**src/rtl/axis_router_pkg.sv**
```systemverilog
// Shared definitions for the packet-aware AXI-Stream router.
//   state_e   : packet FSM states (IDLE, ROUTE, DROP)
//   SEL_BASE  : offset between a sel code and its channel index
//   sel_valid : true when a sel code addresses an existing channel
package axis_router_pkg;

    typedef enum logic [1:0] {
        IDLE  = 2'd0,
        ROUTE = 2'd1,
        DROP  = 2'd2
    } state_e;

    // sel == SEL_BASE addresses channel 0; sel == 0 is reserved as "no channel".
    localparam int SEL_BASE = 1;

    function automatic logic sel_valid(input int sel, input int n_ch);
        return (sel >= SEL_BASE) && (sel < SEL_BASE + n_ch);
    endfunction

endpackage

```
**src/rtl/axis_out_reg.sv**
```systemverilog
// Single-entry AXI-Stream output register tagged with a destination channel.
// A beat may be loaded and the held beat unloaded in the same cycle, so a
// stream sustains one beat per cycle while the consumer is ready.
//   clk, rst    : clock, synchronous active-high reset
//   in_load     : load in_data/in_last/in_ch (only when in_ready is high)
//   in_ready    : register is empty or is being unloaded this cycle
//   out_ready   : the addressed consumer accepts the held beat
//   out_valid   : register holds a beat
//   out_data    : held data
//   out_last    : held beat ends a packet
//   out_ch      : channel index the held beat is addressed to
module axis_out_reg #(
    parameter int DATA_W = 8,
    parameter int CH_W   = 3
) (
    input  logic              clk,
    input  logic              rst,
    input  logic              in_load,
    input  logic [DATA_W-1:0] in_data,
    input  logic              in_last,
    input  logic [CH_W-1:0]   in_ch,
    output logic              in_ready,
    input  logic              out_ready,
    output logic              out_valid,
    output logic [DATA_W-1:0] out_data,
    output logic              out_last,
    output logic [CH_W-1:0]   out_ch
);

    logic              valid_q, valid_d;
    logic [DATA_W-1:0] data_q,  data_d;
    logic              last_q,  last_d;
    logic [CH_W-1:0]   ch_q,    ch_d;

    assign in_ready = !valid_q || out_ready;

    // NOTE: every signal written here gets a default first, so no path leaves
    // it unassigned and no latch is inferred.
    always_comb begin
        valid_d = valid_q;
        data_d  = data_q;
        last_d  = last_q;
        ch_d    = ch_q;
        if (valid_q && out_ready) begin
            valid_d = 1'b0;
        end
        // A load in the same cycle as an unload wins; contents only change
        // when empty or draining, which keeps a stalled beat stable.
        if (in_load) begin
            valid_d = 1'b1;
            data_d  = in_data;
            last_d  = in_last;
            ch_d    = in_ch;
        end
    end

    // NOTE: state registers use non-blocking assignments so every flop samples
    // pre-edge values regardless of block ordering.
    always_ff @(posedge clk) begin
        if (rst) begin
            valid_q <= 1'b0;
            // NOTE: the payload is reset as well as the valid bit so the outputs
            // are fully defined from the first cycle after reset.
            data_q  <= '0;
            last_q  <= 1'b0;
            ch_q    <= '0;
        end else begin
            valid_q <= valid_d;
            data_q  <= data_d;
            last_q  <= last_d;
            ch_q    <= ch_d;
        end
    end

    assign out_valid = valid_q;
    assign out_data  = data_q;
    assign out_last  = last_q;
    assign out_ch    = ch_q;

endmodule

```
**src/rtl/axis_pkt_router.sv**
```systemverilog
// Packet-aware AXI-Stream router: steers one input stream to one of N_CH
// output channels. The channel is taken from sel on the first beat of each
// packet and held until tlast; packets with an invalid sel are swallowed.
//   clk, rst  : clock, synchronous active-high reset
//   sel       : channel select, 1..N_CH -> channel sel-1, others invalid
//   s_tdata, s_tvalid, s_tlast, s_tready : input stream
//   m_tdata   : per-channel data, channel i at [i*DATA_W +: DATA_W]
//   m_tvalid, m_tlast, m_tready          : per-channel handshake
//   busy      : a packet is open (ROUTE or DROP)
//   drop_pkt  : one-cycle pulse after the last beat of a dropped packet
module axis_pkt_router
    import axis_router_pkg::*;
#(
    parameter int DATA_W = 8,
    parameter int N_CH   = 5,
    parameter int SEL_W  = 3
) (
    input  logic                     clk,
    input  logic                     rst,
    input  logic [SEL_W-1:0]         sel,
    input  logic [DATA_W-1:0]        s_tdata,
    input  logic                     s_tvalid,
    input  logic                     s_tlast,
    output logic                     s_tready,
    output logic [N_CH*DATA_W-1:0]   m_tdata,
    output logic [N_CH-1:0]          m_tvalid,
    output logic [N_CH-1:0]          m_tlast,
    input  logic [N_CH-1:0]          m_tready,
    output logic                     busy,
    output logic                     drop_pkt
);

    localparam int CH_W = (N_CH > 1) ? $clog2(N_CH) : 1;

    state_e            state_q, state_d;
    logic [CH_W-1:0]   cur_ch_q, cur_ch_d;
    logic              drop_pkt_q, drop_pkt_d;

    logic              s_accept;
    logic              sel_ok;
    logic [CH_W-1:0]   sel_ch;
    logic              load;
    logic [CH_W-1:0]   load_ch;
    logic              reg_in_ready;
    logic              reg_valid;
    logic [DATA_W-1:0] reg_data;
    logic              reg_last;
    logic [CH_W-1:0]   reg_ch;
    logic              ch_ready;

    assign sel_ok = sel_valid(int'(sel), N_CH);
    assign sel_ch = CH_W'(int'(sel) - SEL_BASE);

    // DROP never needs the output register, so it keeps the input flowing
    // even while a routed beat is still stalled on its channel.
    assign s_tready = !rst && ((state_q == DROP) || reg_in_ready);
    assign s_accept = s_tvalid && s_tready;

    always_comb begin
        state_d    = state_q;
        cur_ch_d   = cur_ch_q;
        drop_pkt_d = 1'b0;
        load       = 1'b0;
        load_ch    = cur_ch_q;
        case (state_q)
            IDLE: begin
                if (s_accept) begin
                    if (sel_ok) begin
                        load     = 1'b1;
                        load_ch  = sel_ch;
                        cur_ch_d = sel_ch;
                        if (!s_tlast) begin
                            state_d = ROUTE;
                        end
                    end else if (s_tlast) begin
                        drop_pkt_d = 1'b1;
                    end else begin
                        state_d = DROP;
                    end
                end
            end
            ROUTE: begin
                if (s_accept) begin
                    load = 1'b1;
                    if (s_tlast) begin
                        state_d = IDLE;
                    end
                end
            end
            DROP: begin
                if (s_accept && s_tlast) begin
                    state_d    = IDLE;
                    drop_pkt_d = 1'b1;
                end
            end
            default: state_d = IDLE;
        endcase
    end

    always_ff @(posedge clk) begin
        if (rst) begin
            state_q    <= IDLE;
            cur_ch_q   <= '0;
            drop_pkt_q <= 1'b0;
        end else begin
            state_q    <= state_d;
            cur_ch_q   <= cur_ch_d;
            drop_pkt_q <= drop_pkt_d;
        end
    end

    axis_out_reg #(
        .DATA_W (DATA_W),
        .CH_W   (CH_W)
    ) u_out_reg (
        .clk       (clk),
        .rst       (rst),
        .in_load   (load),
        .in_data   (s_tdata),
        .in_last   (s_tlast),
        .in_ch     (load_ch),
        .in_ready  (reg_in_ready),
        .out_ready (ch_ready),
        .out_valid (reg_valid),
        .out_data  (reg_data),
        .out_last  (reg_last),
        .out_ch    (reg_ch)
    );

    // Fan the single register out to the addressed channel; every other
    // channel (and all channels while empty) sees zeros. Only the addressed
    // channel's tready can drain the register.
    always_comb begin
        m_tdata  = '0;
        m_tvalid = '0;
        m_tlast  = '0;
        ch_ready = 1'b0;
        for (int i = 0; i < N_CH; i++) begin
            if (reg_ch == CH_W'(i)) begin
                ch_ready = m_tready[i];
                if (reg_valid) begin
                    m_tvalid[i]                   = 1'b1;
                    m_tlast[i]                    = reg_last;
                    m_tdata[i*DATA_W +: DATA_W]   = reg_data;
                end
            end
        end
    end

    assign busy     = (state_q != IDLE);
    assign drop_pkt = drop_pkt_q;

endmodule

```
**config.mk**
```make
export PLATFORM = sky130hd
export DESIGN_NAME = axis_pkt_router
export DESIGN_NICKNAME = d
export VERILOG_FILES = /design/src/rtl/axis_router_pkg.sv /design/src/rtl/axis_out_reg.sv /design/src/rtl/axis_pkt_router.sv
export SDC_FILE = /design/constraint.sdc
export NUM_CORES = 1
export LEC_CHECK = 0
export ABC_AREA = 1
export BUFFER_PORTS_ARGS = -buffer_cell sky130_fd_sc_hd__buf_2
export CAP_MARGIN = 20
export CORE_UTILIZATION = 46
export DETAILED_ROUTE_END_ITERATION = 7
export GPL_ROUTABILITY_DRIVEN = 0
export PLACE_DENSITY = 0.81
export SLEW_MARGIN = 5
export SYNTH_ARGS = -nofsm -noshare
export SYNTH_HDL_FRONTEND = slang
export SYNTH_SLANG_ARGS = --single-unit
```
**constraint.sdc**
```tcl
create_clock -name clk -period 2.3 [get_ports clk]
set_input_delay 0.345 -clock clk [delete_from_list [all_inputs] [get_ports clk]]
set_output_delay 0.345 -clock clk [all_outputs]
set_load 0.02 [all_outputs]
```
==> metrics.json, run 1 <==
{
  "critical_path_class": "reg2out",
  "die_area_sq_um": 2820,
  "cts.sinks": 19,
  "fin_tns_setup_ns": 0,
  "status": "finished, final reports clean",
  "power_density_over_cell_area_nw_per_um2": 452,
  "finalCritPeriodShare_pct": 92.4,
  "cts_inserted_buffers": 3,
  "hold_class": "in2reg",
  "slew-limit-headroom_pct": 71.3,
  "post_cts_hold_buffer_count": 0,
  "postCtsSetupRepairBufs": 0,
  "synth_compound_gate_area_share_pct": 16.0,
  "reg2regPathDepth": 12,
  "achievable_frequency_mhz": 471,
  "worst_ep_required_time_ns": 1.96,
  "drt-met1-wl_um": 1330,
  "num_vias": 1391,
  "drive_gt1_share_pct": 35.1,
  "met2RoutedLength_um": 1450,
  "min_delay_path_depth": 3,
  "drv_slew": 0,
  "root_buffer": "sky130_fd_sc_hd__clkbuf_4",
  "global_route_wire_length_before_repair_um": 4570,
  "placedInstanceArea_sq_um": 1570,
  "yosys.area_share.simple_pct": 35.5,
  "post_synth_num_cell_types": 24,
  "floorplan.die.height_um": 53.1,
  "synth_xor_area_share_pct": 1.46,
  "placementRows": 18,
  "hp-start": "s_tdata[3]",
  "worstReg2RegEnd": "u_out_reg.out_ch[1]",
  "post-dp-hpwl_um": 2380,
  "synth.mux.area_fraction_pct": 0,
  "num_antenna_cells": 0,
  "synth_edf_count": 0,
  "ys.warnings.count": 0,
  "post_synth_fa_ha_maj_area_fraction_pct": 2.09,
  "drt-vias-per-instance": 4.81,
  "synth.most_common_cell": "sky130_fd_sc_hd__nor2_1",
  "final_worst_clock_skew_ns": 0.00698,
  "synthesis.area_sq_um": 1200,
  "die_w_um": 53.1,
  "critical_path.reg2reg.startpoint": "u_out_reg.out_ch[1]",
  "clk_latency_ns": 0.30,
  "drtIter0Drc": 33,
  "asyncSetResetFlopFracSynth_pct": 0,
  "route.detailed.drc": 0,
  "tritoncts_clock_tree": "done",
  "ys_seq_elements": 19,
  "reg2reg_setup_slack_ns": 0.39,
  "finalWirelength_um": 3040,
  "finish.net_count": 282,
  "cts_resized": 0,
  "cts_max_level": 1,
  "post_synth_inst_count": 188,
  "post-route-min-period_ns": 2.12,
  "wl_met3_um": 225,
  "fin_cells": 289,
  "synth.cells.most_frequent": "sky130_fd_sc_hd__nor2_1, sky130_fd_sc_hd__inv_1, sky130_fd_sc_hd__dfxtp_1, sky130_fd_sc_hd__nand2_1",
  "core-area_sq_um": 2480,
  "rsz0062_at_grt": "no",
  "place_inst": 285,
  "ant_nets": 0,
  "max-cap-violations": 0,
  "pin_count_of_the_biggest_net_entering_global_routing": 24,
  "worst-endpoint-arrival_ns": 1.78,
  "initial_antenna_violation_count": 0,
  "floorplan.initialDensity_pct": 48.4,
  "max_slew.worst_pin.slew_ns": 0.430,
  "first_global_vias": 1077,
  "syn-num-nets": 210,
  "synthDominantCellAreaShare_pct": 31.7,
  "globalRoute.totalOverflow": 0,
  "final-hold-violation-count": 0,
  "part_of_the_yosys_area_used_for_sequential_elements_pct": 31.7,
  "wl_per_cell_um": 10.5,
  "globalRouteTotalUtil_pct": 22.4,
  "num_io_pins": 73,
  "worstPathMaxFanout": 10,
  "numPortBuffers": 72,
  "syn2layout_area_growth_pct": 33.0,
  "finalCoreUtilization_pct": 64.4,
  "total_leakage_power_nw": 0.865,
  "holdPathEnd": "u_out_reg.out_data[3]",
  "routed.top_layer": "met4",
  "finish.instance_area_sq_um": 1600,
  "largest_family_of_logic_cells_by_synthesized_area": "simple AND/OR/NAND/NOR gates",
  "synth_top_flop_cell": "sky130_fd_sc_hd__dfxtp_1",
  "timing.critical_path.from_type": "flip-flop",
  "yosysTopAreaCell": "sky130_fd_sc_hd__dfxtp_1",
  "max-vdd-ir-drop_mv": 0.266,
  "drt_first_pass_iters": 4,
  "maximum_buffer_depth_of_the_clock_tree": 2,
  "syn-mean-instance-area_sq_um": 6.38,
  "report.final.setup_viol": 0,
  "path_clk_slew_ns": 0.11,
  "crit_path_end_kind": "primary output",
  "ys_top_cells_by_area": "sky130_fd_sc_hd__dfxtp_1, sky130_fd_sc_hd__nor2_1, sky130_fd_sc_hd__inv_1, sky130_fd_sc_hd__a21oi_2, sky130_fd_sc_hd__a21oi_1"
}
cell families after synthesis:
kind of cell,Yosys count
compound gates,32
xor+xnor,2
fa+ha+maj,2
simple gates,94
buf+inv,39
flops,19
metrics by stage:
step | total power, mW | hold WS (ns) | setup WS, ns
after global routing | 0.770 | 0.301 | 0.00755
after global placement | 0.554 | 0.469 | 0.319
after floorplan | 0.511 | 0.453 | 0.462
after CTS | 0.725 | 0.299 | 0.153
after detailed placement | 0.558 | 0.471 | 0.252
final | 0.720 | 0.302 | 0.175
flip-flops by register name (all words and copies together), names as in the netlist:
name                 cells
state_q                  2
drop_pkt                 1
u_out_reg.out_last       1
u_out_reg.out_data       8
u_out_reg.out_ch         3
u_out_reg.out_valid      1
cur_ch_q                 3
power breakdown:
| group | leakage [nW] | switching (mW) | internal [mW] |
|---|---|---|---|
| logic | 0.692 | 0.125 | 0.0601 |
| registers | 0.155 | 0.0131 | 0.353 |
| clock network | 0.0177 | 0.105 | 0.0649 |
how the worst max path moves through the flow:
| stage | slack [ns] | endpoint | depth (start not counted) | startpoint |
|---|---|---|---|---|
| 6_report | 0.18 | s_tready | 8 | u_out_reg.out_ch[1] |
| 5_1_grt | 0.008 | s_tready | 8 | u_out_reg.out_ch[1] |
| 4_1_cts | 0.15 | s_tready | 8 | u_out_reg.out_ch[1] |
| 3_5_place_dp | 0.25 | u_out_reg.out_ch[1] | 14 | sel[1] |
| 3_3_place_gp | 0.32 | u_out_reg.out_ch[0] | 14 | sel[1] |
| 2_1_floorplan | 0.46 | m_tdata[24] | 5 | u_out_reg.out_ch[2] |
layout make-up:
cell class | count | area [sq um]
Inverter | 34 | 130
Fill cell | 275 | 882
Multi-Input combinational cell | 130 | 659
Clock buffer | 3 | 22.5
Clock inverter | 1 | 5.00
Timing Repair Buffer | 72 | 360
Sequential cell | 19 | 380
Tap cell | 30 | 37.5
critical path, stage by stage (launching register included):
cell                      delay (ns)
sky130_fd_sc_hd__dfxtp_1        0.46
sky130_fd_sc_hd__nor2_4         0.06
sky130_fd_sc_hd__nand2_2        0.09
sky130_fd_sc_hd__nor2_4         0.04
sky130_fd_sc_hd__inv_4          0.11
sky130_fd_sc_hd__or2_1          0.17
sky130_fd_sc_hd__nand2_2        0.08
sky130_fd_sc_hd__a21oi_2        0.25
sky130_fd_sc_hd__buf_2          0.22
per-layer routing:
layer,vias up,global-route usage (%)
met5,-,0
met4,0,8.77
met3,5,3.45
met2,59,41.4
met1,597,25.1
li1,730,-
cells in the final DEF (no fill, tap or decap):
cell	n
sky130_fd_sc_hd__nand4_1	6
sky130_fd_sc_hd__a31oi_1	1
sky130_fd_sc_hd__o21ai_0	6
sky130_fd_sc_hd__nand2_2	3
sky130_fd_sc_hd__ha_1	2
sky130_fd_sc_hd__dfxtp_1	19
sky130_fd_sc_hd__nor2_1	57
sky130_fd_sc_hd__clkinv_2	1
sky130_fd_sc_hd__clkinv_1	2
sky130_fd_sc_hd__a21oi_2	8
sky130_fd_sc_hd__a21oi_1	10
sky130_fd_sc_hd__nor2_4	2
sky130_fd_sc_hd__buf_2	72
sky130_fd_sc_hd__nand4_4	1
sky130_fd_sc_hd__o21ai_1	7
sky130_fd_sc_hd__nand2_1	12
sky130_fd_sc_hd__nand3_1	10
sky130_fd_sc_hd__nor3_1	2
sky130_fd_sc_hd__xor2_1	2
sky130_fd_sc_hd__or2_1	1
sky130_fd_sc_hd__inv_4	1
sky130_fd_sc_hd__inv_1	31
sky130_fd_sc_hd__clkbuf_4	3
(Power assumes the default switching activity.)
==> run 2, diff against run 1 <==
SYNTH_HIERARCHICAL = 1   (was not set)
==> run 2 against run 1 <==
Effect of this change: critical path depth increased by 7; cell count increased by 5.9%; synthesized cell count increased by 8.5%; worst setup slack improved by 0.044 ns; power increased by 1.6%; clock skew decreased by 0.0049 ns; non-clock buffer count increased by 1; synthesized area decreased by 1.8%; flip-flop and latch count unchanged; via count increased by 1.9%; critical path type is now reg2reg; largest cell class unchanged.
==> metrics.json, run 2 <==
{
  "status": "finished, final reports clean",
  "post_synth_inst_count": 204,
  "asyncSetResetFlopFracSynth_pct": 0,
  "reg2reg_setup_slack_ns": 0.22,
  "synthDominantCellAreaShare_pct": 32.3,
  "path_clk_slew_ns": 0.11,
  "cts_max_level": 1,
  "root_buffer": "sky130_fd_sc_hd__clkbuf_4",
  "wl_met3_um": 222,
  "total_leakage_power_nw": 0.965,
  "post_cts_hold_buffer_count": 0,
  "ys_top_cells_by_area": "sky130_fd_sc_hd__dfxtp_1, sky130_fd_sc_hd__nor2_1, sky130_fd_sc_hd__inv_1, sky130_fd_sc_hd__nand2_1, sky130_fd_sc_hd__o21ai_0",
  "min_delay_path_depth": 3,
  "syn-mean-instance-area_sq_um": 5.78,
  "critical_path.reg2reg.startpoint": "u_out_reg/out_ch[1]",
  "wl_per_cell_um": 10.1,
  "largest_reg_flops": 8,
  "cts_inserted_buffers": 3,
  "finish.net_count": 301,
  "drv_slew": 0,
  "drt-met1-wl_um": 1460,
  "num_vias": 1417,
  "part_of_the_yosys_area_used_for_sequential_elements_pct": 32.3,
  "holdPathEnd": "u_out_reg/out_data[4]",
  "synth_top_flop_cell": "sky130_fd_sc_hd__dfxtp_1",
  "cts.sinks": 19,
  "synth_edf_count": 0,
  "cp_slowest_stage_delay_ns": 0.38,
  "synth.cells.most_frequent": "sky130_fd_sc_hd__nor2_1, sky130_fd_sc_hd__inv_1, sky130_fd_sc_hd__nand2_1, sky130_fd_sc_hd__dfxtp_1, sky130_fd_sc_hd__o21ai_0",
  "hp-start": "s_tdata[4]",
  "fin_tns_setup_ns": 0,
  "drt_first_pass_iters": 4,
  "slew-limit-headroom_pct": 77.1,
  "maximum_buffer_depth_of_the_clock_tree": 2,
  "achievable_frequency_mhz": 481,
  "postCtsSetupRepairBufs": 0,
  "tritoncts_clock_tree": "done",
  "global_route_wire_length_before_repair_um": 4580,
  "drtIter0Drc": 33,
  "clk_latency_ns": 0.30,
  "reg2regPathDepth": 15,
  "report.final.setup_viol": 0,
  "die_area_sq_um": 2770,
  "max_slew.worst_pin.slew_ns": 0.343,
  "crit_path_end_kind": "flip-flop",
  "final-hold-violation-count": 0,
  "route.detailed.drc": 0,
  "ant_nets": 0,
  "final_common_cell": "sky130_fd_sc_hd__nor2_1",
  "worstPathMaxFanout": 13,
  "numPortBuffers": 72,
  "post-dp-hpwl_um": 2520,
  "critical_path_class": "reg2reg",
  "num_io_pins": 73,
  "hold_class": "in2reg",
  "crit_chain": "inv_1, nor3_1, nand2_1, nand4_1, inv_1, nand2_1, inv_1, nand2_2, nand3_2, inv_2, nand2_2, nand2_1, inv_2, nor2_1, nor2_1",
  "syn2layout_area_growth_pct": 34.3,
  "globalRouteTotalUtil_pct": 21.9,
  "rsz0062_at_grt": "no",
  "max-vdd-ir-drop_mv": 0.437,
  "fillers": 247,
  "synth.most_common_cell": "sky130_fd_sc_hd__nor2_1",
  "syn-num-nets": 226,
  "worst-path-buf-inv": 5,
  "die_w_um": 52.6,
  "post-route-min-period_ns": 2.08,
  "worstReg2RegEnd": "u_out_reg/out_data[7]",
  "pin_count_of_the_biggest_net_entering_global_routing": 14,
  "initial_antenna_violation_count": 0,
  "commonest_non_fill_non_tap_cells_in_the_layout": "sky130_fd_sc_hd__nor2_1, sky130_fd_sc_hd__buf_2, sky130_fd_sc_hd__inv_1",
  "max-cap-violations": 0,
  "post_synth_num_cell_types": 23,
  "floorplan.initialDensity_pct": 50.8,
  "ys.warnings.count": 6,
  "drt-vias-per-instance": 4.63,
  "placementRows": 17,
  "cpLargestDelayFamily": "simple AND/OR/NAND/NOR gates",
  "worst-endpoint-arrival_ns": 2.29,
  "routed.top_layer": "met4",
  "place_inst": 302,
  "timing.critical_path.from_type": "flip-flop",
  "synthesis.area_sq_um": 1180,
  "cts_resized": 0,
  "met2RoutedLength_um": 1380,
  "floorplan.die.height_um": 52.6,
  "ys_seq_elements": 19,
  "first_global_vias": 1058,
  "critical_path_top_delay_cell": "sky130_fd_sc_hd__dfxtp_1",
  "globalRoute.totalOverflow": 0,
  "finalCritPeriodShare_pct": 90.4,
  "worst_ep_required_time_ns": 2.50,
  "drive_gt1_share_pct": 32.4,
  "yosysTopAreaCell": "sky130_fd_sc_hd__dfxtp_1",
  "num_antenna_cells": 0,
  "fin_cells": 306,
  "core-area_sq_um": 2320,
  "final_worst_clock_skew_ns": 0.00212,
  "power_density_over_cell_area_nw_per_um2": 462,
  "finalWirelength_um": 3080
}
-- run 2: how the worst max path moves through the flow --
stage	slack [ns]	depth (start not counted)	start	to
floorplan	0.59	16	u_out_reg/out_ch[1]	u_out_reg/out_ch[0]
global placement	0.28	15	u_out_reg/out_ch[1]	u_out_reg/out_data[7]
detailed placement	0.28	15	u_out_reg/out_ch[1]	u_out_reg/out_data[7]
CTS	0.26	15	u_out_reg/out_ch[1]	u_out_reg/out_data[7]
global route	0.01	15	u_out_reg/out_ch[1]	u_out_reg/out_data[5]
finish	0.22	15	u_out_reg/out_ch[1]	u_out_reg/out_data[7]
-- run 2: through the flow --
stage / cell area, sq um / hold WS (ns) / utilization, % / power (mW) / setup WS [ns]
2_1_floorplan: 1180 / 0.407 / - / 0.517 / 0.594
3_3_place_gp: 1560 / 0.483 / 67.1 / 0.568 / 0.278
3_5_place_dp: 1560 / 0.484 / 67.1 / 0.570 / 0.284
4_1_cts: 1580 / 0.255 / 68.3 / 0.738 / 0.262
5_1_grt: 1580 / 0.254 / 68.3 / 0.781 / 0.0149
6_report: 1580 / 0.262 / 68.3 / 0.732 / 0.220
-- run 2: cells by family (layout without fill, tap and decap cells) --
group           after synthesis  after routing  synth area share (%)
buf+inv                      43            117                  15.0
compound gates               16             16                  7.22
xor+xnor                      2              2                  1.49
fa+ha+maj                     2              2                  2.12
simple gates                122            122                  41.9
flops                        19             19                  32.3
-- run 2: per-layer routing --
metal,global-route usage (%),vias to the layer above
li1,-,751
met1,29.7,608
met2,34.8,55
met3,4.64,3
met4,5.26,0
met5,0,-
-- run 2: area by class of cell --
type | count | area, sq um | share of cell area (%)
timing repair buffer | 73 | 368 | 23.2
tap | 28 | 35.0 | 2.21
clock buffer | 3 | 22.5 | 1.42
inverter | 40 | 150 | 9.49
clock inverter | 1 | 5.00 | 0.316
sequential | 19 | 380 | 24.0
multi-input combinational | 142 | 622 | 39.3
-- run 2: power breakdown --
group / switching, mW / total [mW] / leakage [nW] / internal, mW
combinational: 0.127 / 0.190 / 0.792 / 0.0638
clock: 0.103 / 0.168 / 0.0177 / 0.0649
sequential: 0.0167 / 0.373 / 0.156 / 0.357
-- run 2: worst reg2reg max path: stages, from the launching register on --
cell                      delay [ns]
sky130_fd_sc_hd__dfxtp_1        0.38
sky130_fd_sc_hd__inv_1          0.09
sky130_fd_sc_hd__nor3_1         0.26
sky130_fd_sc_hd__nand2_1        0.09
sky130_fd_sc_hd__nand4_1        0.10
sky130_fd_sc_hd__inv_1          0.04
sky130_fd_sc_hd__nand2_1        0.08
sky130_fd_sc_hd__inv_1          0.05
sky130_fd_sc_hd__nand2_2        0.08
sky130_fd_sc_hd__nand3_2        0.10
sky130_fd_sc_hd__inv_2          0.08
sky130_fd_sc_hd__nand2_2        0.07
sky130_fd_sc_hd__nand2_1        0.22
sky130_fd_sc_hd__inv_2          0.17
sky130_fd_sc_hd__nor2_1         0.14
sky130_fd_sc_hd__nor2_1         0.05
==> run 3, diff against run 2 <==
ABC_AREA = 0   (was 1)
CORE_UTILIZATION = 47   (was 46)
==> run 3 against run 2 <==
Effect of this change: first-iteration DRC count decreased by 64%; sequential share of layout area decreased by 1.6 points; critical endpoint is now u_out_reg/out_ch[1]; clock power about the same; fmax decreased by 4.4%; worst setup slack got worse by 0.096 ns; synthesized area increased by 5.9%; highest routed layer unchanged; power decreased by 7.1%; sequential power decreased by 2%; cell area increased by 8.1%.
==> metrics.json, run 3 <==
{
  "num_vias": 1250,
  "num_io_pins": 73,
  "final_worst_clock_skew_ns": 0.00829,
  "worst-endpoint-arrival_ns": 2.38,
  "cts.sinks": 19,
  "synth_edf_count": 0,
  "reg2reg_setup_slack_ns": 0.12,
  "slew-limit-headroom_pct": 77.3,
  "reg2regPathDepth": 10,
  "synth_top_flop_cell": "sky130_fd_sc_hd__dfxtp_1",
  "commonest_non_fill_non_tap_cells_in_the_layout": "sky130_fd_sc_hd__buf_2, sky130_fd_sc_hd__and2_1, sky130_fd_sc_hd__nor2_1",
  "floorplan.die.height_um": 53.5,
  "syn2layout_area_growth_pct": 37.0,
  "num_antenna_cells": 0,
  "post_synth_num_cell_types": 35,
  "critical_path_top_delay_cell": "sky130_fd_sc_hd__dfxtp_2",
  "syn-num-nets": 173,
  "ys_top_cells_by_area": "sky130_fd_sc_hd__dfxtp_1, sky130_fd_sc_hd__and2_1, sky130_fd_sc_hd__mux2i_1, sky130_fd_sc_hd__nor2_1, sky130_fd_sc_hd__and3_1",
  "numPortBuffers": 72,
  "cp_common_cell": "sky130_fd_sc_hd__o21ai_1",
  "path_clk_slew_ns": 0.11,
  "synthesis.area_sq_um": 1250,
  "cp_slowest_stage_delay_ns": 0.35,
  "fin_tns_setup_ns": 0,
  "cts_inserted_buffers": 3,
  "core-area_sq_um": 2500,
  "max_slew.worst_pin.slew_ns": 0.337,
  "hold_class": "in2reg",
  "critical_path_class": "reg2reg",
  "final_common_cell": "sky130_fd_sc_hd__buf_2",
  "power_density_over_cell_area_nw_per_um2": 397,
  "worstReg2RegEnd": "u_out_reg/out_ch[1]",
  "fin_cells": 255,
  "root_buffer": "sky130_fd_sc_hd__clkbuf_4",
  "drt-vias-per-instance": 4.90,
  "synthDominantCellAreaShare_pct": 30.5,
  "fillers": 231,
  "global_route_wire_length_before_repair_um": 4260,
  "tritoncts_clock_tree": "done",
  "part_of_the_yosys_area_used_for_sequential_elements_pct": 30.5,
  "ys_seq_elements": 19,
  "worst_ep_required_time_ns": 2.50,
  "asyncSetResetFlopFracSynth_pct": 0,
  "report.final.setup_viol": 0,
  "worstPathMaxFanout": 4,
  "min_delay_path_depth": 3,
  "synth.most_common_cell": "sky130_fd_sc_hd__and2_1",
  "post-dp-hpwl_um": 2190,
  "holdPathEnd": "u_out_reg/out_data[1]",
  "total_leakage_power_nw": 0.963,
  "crit_path_end_kind": "flip-flop",
  "rsz0062_at_grt": "no",
  "ant_nets": 0,
  "drv_slew": 0,
  "first_global_vias": 985,
  "status": "finished, final reports clean",
  "final-hold-violation-count": 0,
  "post_cts_hold_buffer_count": 0,
  "critical_path.reg2reg.startpoint": "u_out_reg/out_ch[0]",
  "cts_max_level": 1,
  "max-cap-violations": 0,
  "drive_gt1_share_pct": 43.6,
  "largest_reg_flops": 8,
  "drt_first_pass_iters": 4,
  "die_area_sq_um": 2870,
  "finalCritPeriodShare_pct": 94.6,
  "route.detailed.drc": 0,
  "globalRoute.totalOverflow": 0,
  "max-vdd-ir-drop_mv": 0.367,
  "placementRows": 18,
  "yosysTopAreaCell": "sky130_fd_sc_hd__dfxtp_1",
  "ys.warnings.count": 6,
  "synth.cells.most_frequent": "sky130_fd_sc_hd__and2_1, sky130_fd_sc_hd__nor2_1, sky130_fd_sc_hd__dfxtp_1, sky130_fd_sc_hd__mux2i_1, sky130_fd_sc_hd__and3_1",
  "syn-mean-instance-area_sq_um": 8.27,
  "clk_latency_ns": 0.30,
  "die_w_um": 53.5,
  "timing.critical_path.from_type": "flip-flop",
  "initial_antenna_violation_count": 0,
  "globalRouteTotalUtil_pct": 20.7,
  "achievable_frequency_mhz": 460,
  "pin_count_of_the_biggest_net_entering_global_routing": 23,
  "crit_chain": "mux4_2, inv_1, o21ai_1, nand2b_4, o21ai_1, or3_4, buf_4, a22o_2, mux2i_1, nor2_1",
  "post-route-min-period_ns": 2.18,
  "post_synth_inst_count": 151,
  "hold_slack_ns": 0.274,
  "floorplan.initialDensity_pct": 49.9,
  "finalWirelength_um": 2830,
  "hp-start": "s_tdata[1]",
  "finish.net_count": 248,
  "maximum_buffer_depth_of_the_clock_tree": 2,
  "place_inst": 251,
  "wl_per_cell_um": 11.1,
  "drtIter0Drc": 12
}
run 3: cell count changes after synthesis, sizes merged, moves of 4 or more:
cell and delta:
nor2 -63, and2 +38, inv -36, nand2 -26, mux2i +12, and3 +11
o21ai -9, nand2b +4
run 3: worst max-delay path: cells and delay by family (launching register included):
family          cells  cell delay (ns)
simple gates        3             0.56
compound gates      3             0.47
buf+inv             2             0.20
flops               1             0.35
mux                 2             0.50
run 3: per-layer routing:
metal,part of all wire (%),vias up,wire length (um),global-route usage [%]
li1,-,648,-,-
met1,44,540,1240,23.8
met2,47,55,1340,37.1
met3,7.2,7,203,2.82
met4,1.9,0,53,10.5
met5,0,-,0,0
run 3: cell type report:
cell class                 instances  area [sq um]  share of cell area [%]
sequential                        19           383                    22.4
tap                               30          37.5                    2.19
clock buffer                       3          22.5                    1.32
timing repair buffer              79           425                    24.9
clock inverter                     1          5.00                   0.293
inverter                           4          15.0                   0.878
multi-input combinational        119           822                    48.1
run 3: what timing repair did:
| action | CTS | global route |
|---|---|---|
| gates resized for setup | 0 | 8 |
| endpoints found under the hold margin | 0 | 0 |
| setup buffers | 0 | 0 |
| endpoints found under the setup margin | 0 | 32 |
run 3: worst max path at each step:
| stage | start | to | slack, ns | cells after the start |
|---|---|---|---|---|
| after floorplan | u_out_reg/out_ch[0] | u_out_reg/out_ch[0] | 0.06 | 10 |
| after global placement | m_tready[3] | u_out_reg/out_ch[2] | 0.18 | 11 |
| after detailed placement | u_out_reg/out_ch[0] | u_out_reg/out_ch[1] | 0.09 | 10 |
| after CTS | u_out_reg/out_valid | m_tdata[19] | 0.03 | 5 |
| after global routing | u_out_reg/out_ch[0] | u_out_reg/out_ch[1] | 0.002 | 10 |
| final | u_out_reg/out_ch[0] | u_out_reg/out_ch[1] | 0.12 | 10 |
run 3: kinds of logic after synthesis:
group | after synthesis | share of synthesized area (%)
and+or+nand+nor | 90 | 42.0
DFF | 19 | 30.5
muxes | 14 | 12.6
buffers and inverters | 13 | 6.01
AOI/OAI and AO/OA | 12 | 6.21
adders and majority gates | 2 | 2.00
xor gates and xnor gates | 1 | 0.702
run 3: report_power, final:
part | switching (mW) | leakage (nW) | total (mW) | internal (mW)
registers | 0.0171 | 0.156 | 0.364 | 0.347
clock network | 0.103 | 0.0177 | 0.168 | 0.0649
logic | 0.0716 | 0.789 | 0.148 | 0.0765
total | 0.192 | 0.963 | 0.680 | 0.488
run 3: metrics by stage:
| stage | worst slack (ns) | cell area [sq um] | power [mW] | utilization [%] |
|---|---|---|---|---|
| 3_5_place_dp | 0.0903 | 1660 | 0.515 | 66.3 |
| 5_1_grt | 0.00235 | 1710 | 0.724 | 68.4 |
| 3_3_place_gp | 0.176 | 1660 | 0.512 | 66.3 |
| 2_1_floorplan | 0.0571 | 1250 | 0.468 | - |
| 6_report | 0.124 | 1710 | 0.680 | 68.4 |
| 4_1_cts | 0.0285 | 1690 | 0.685 | 67.4 |
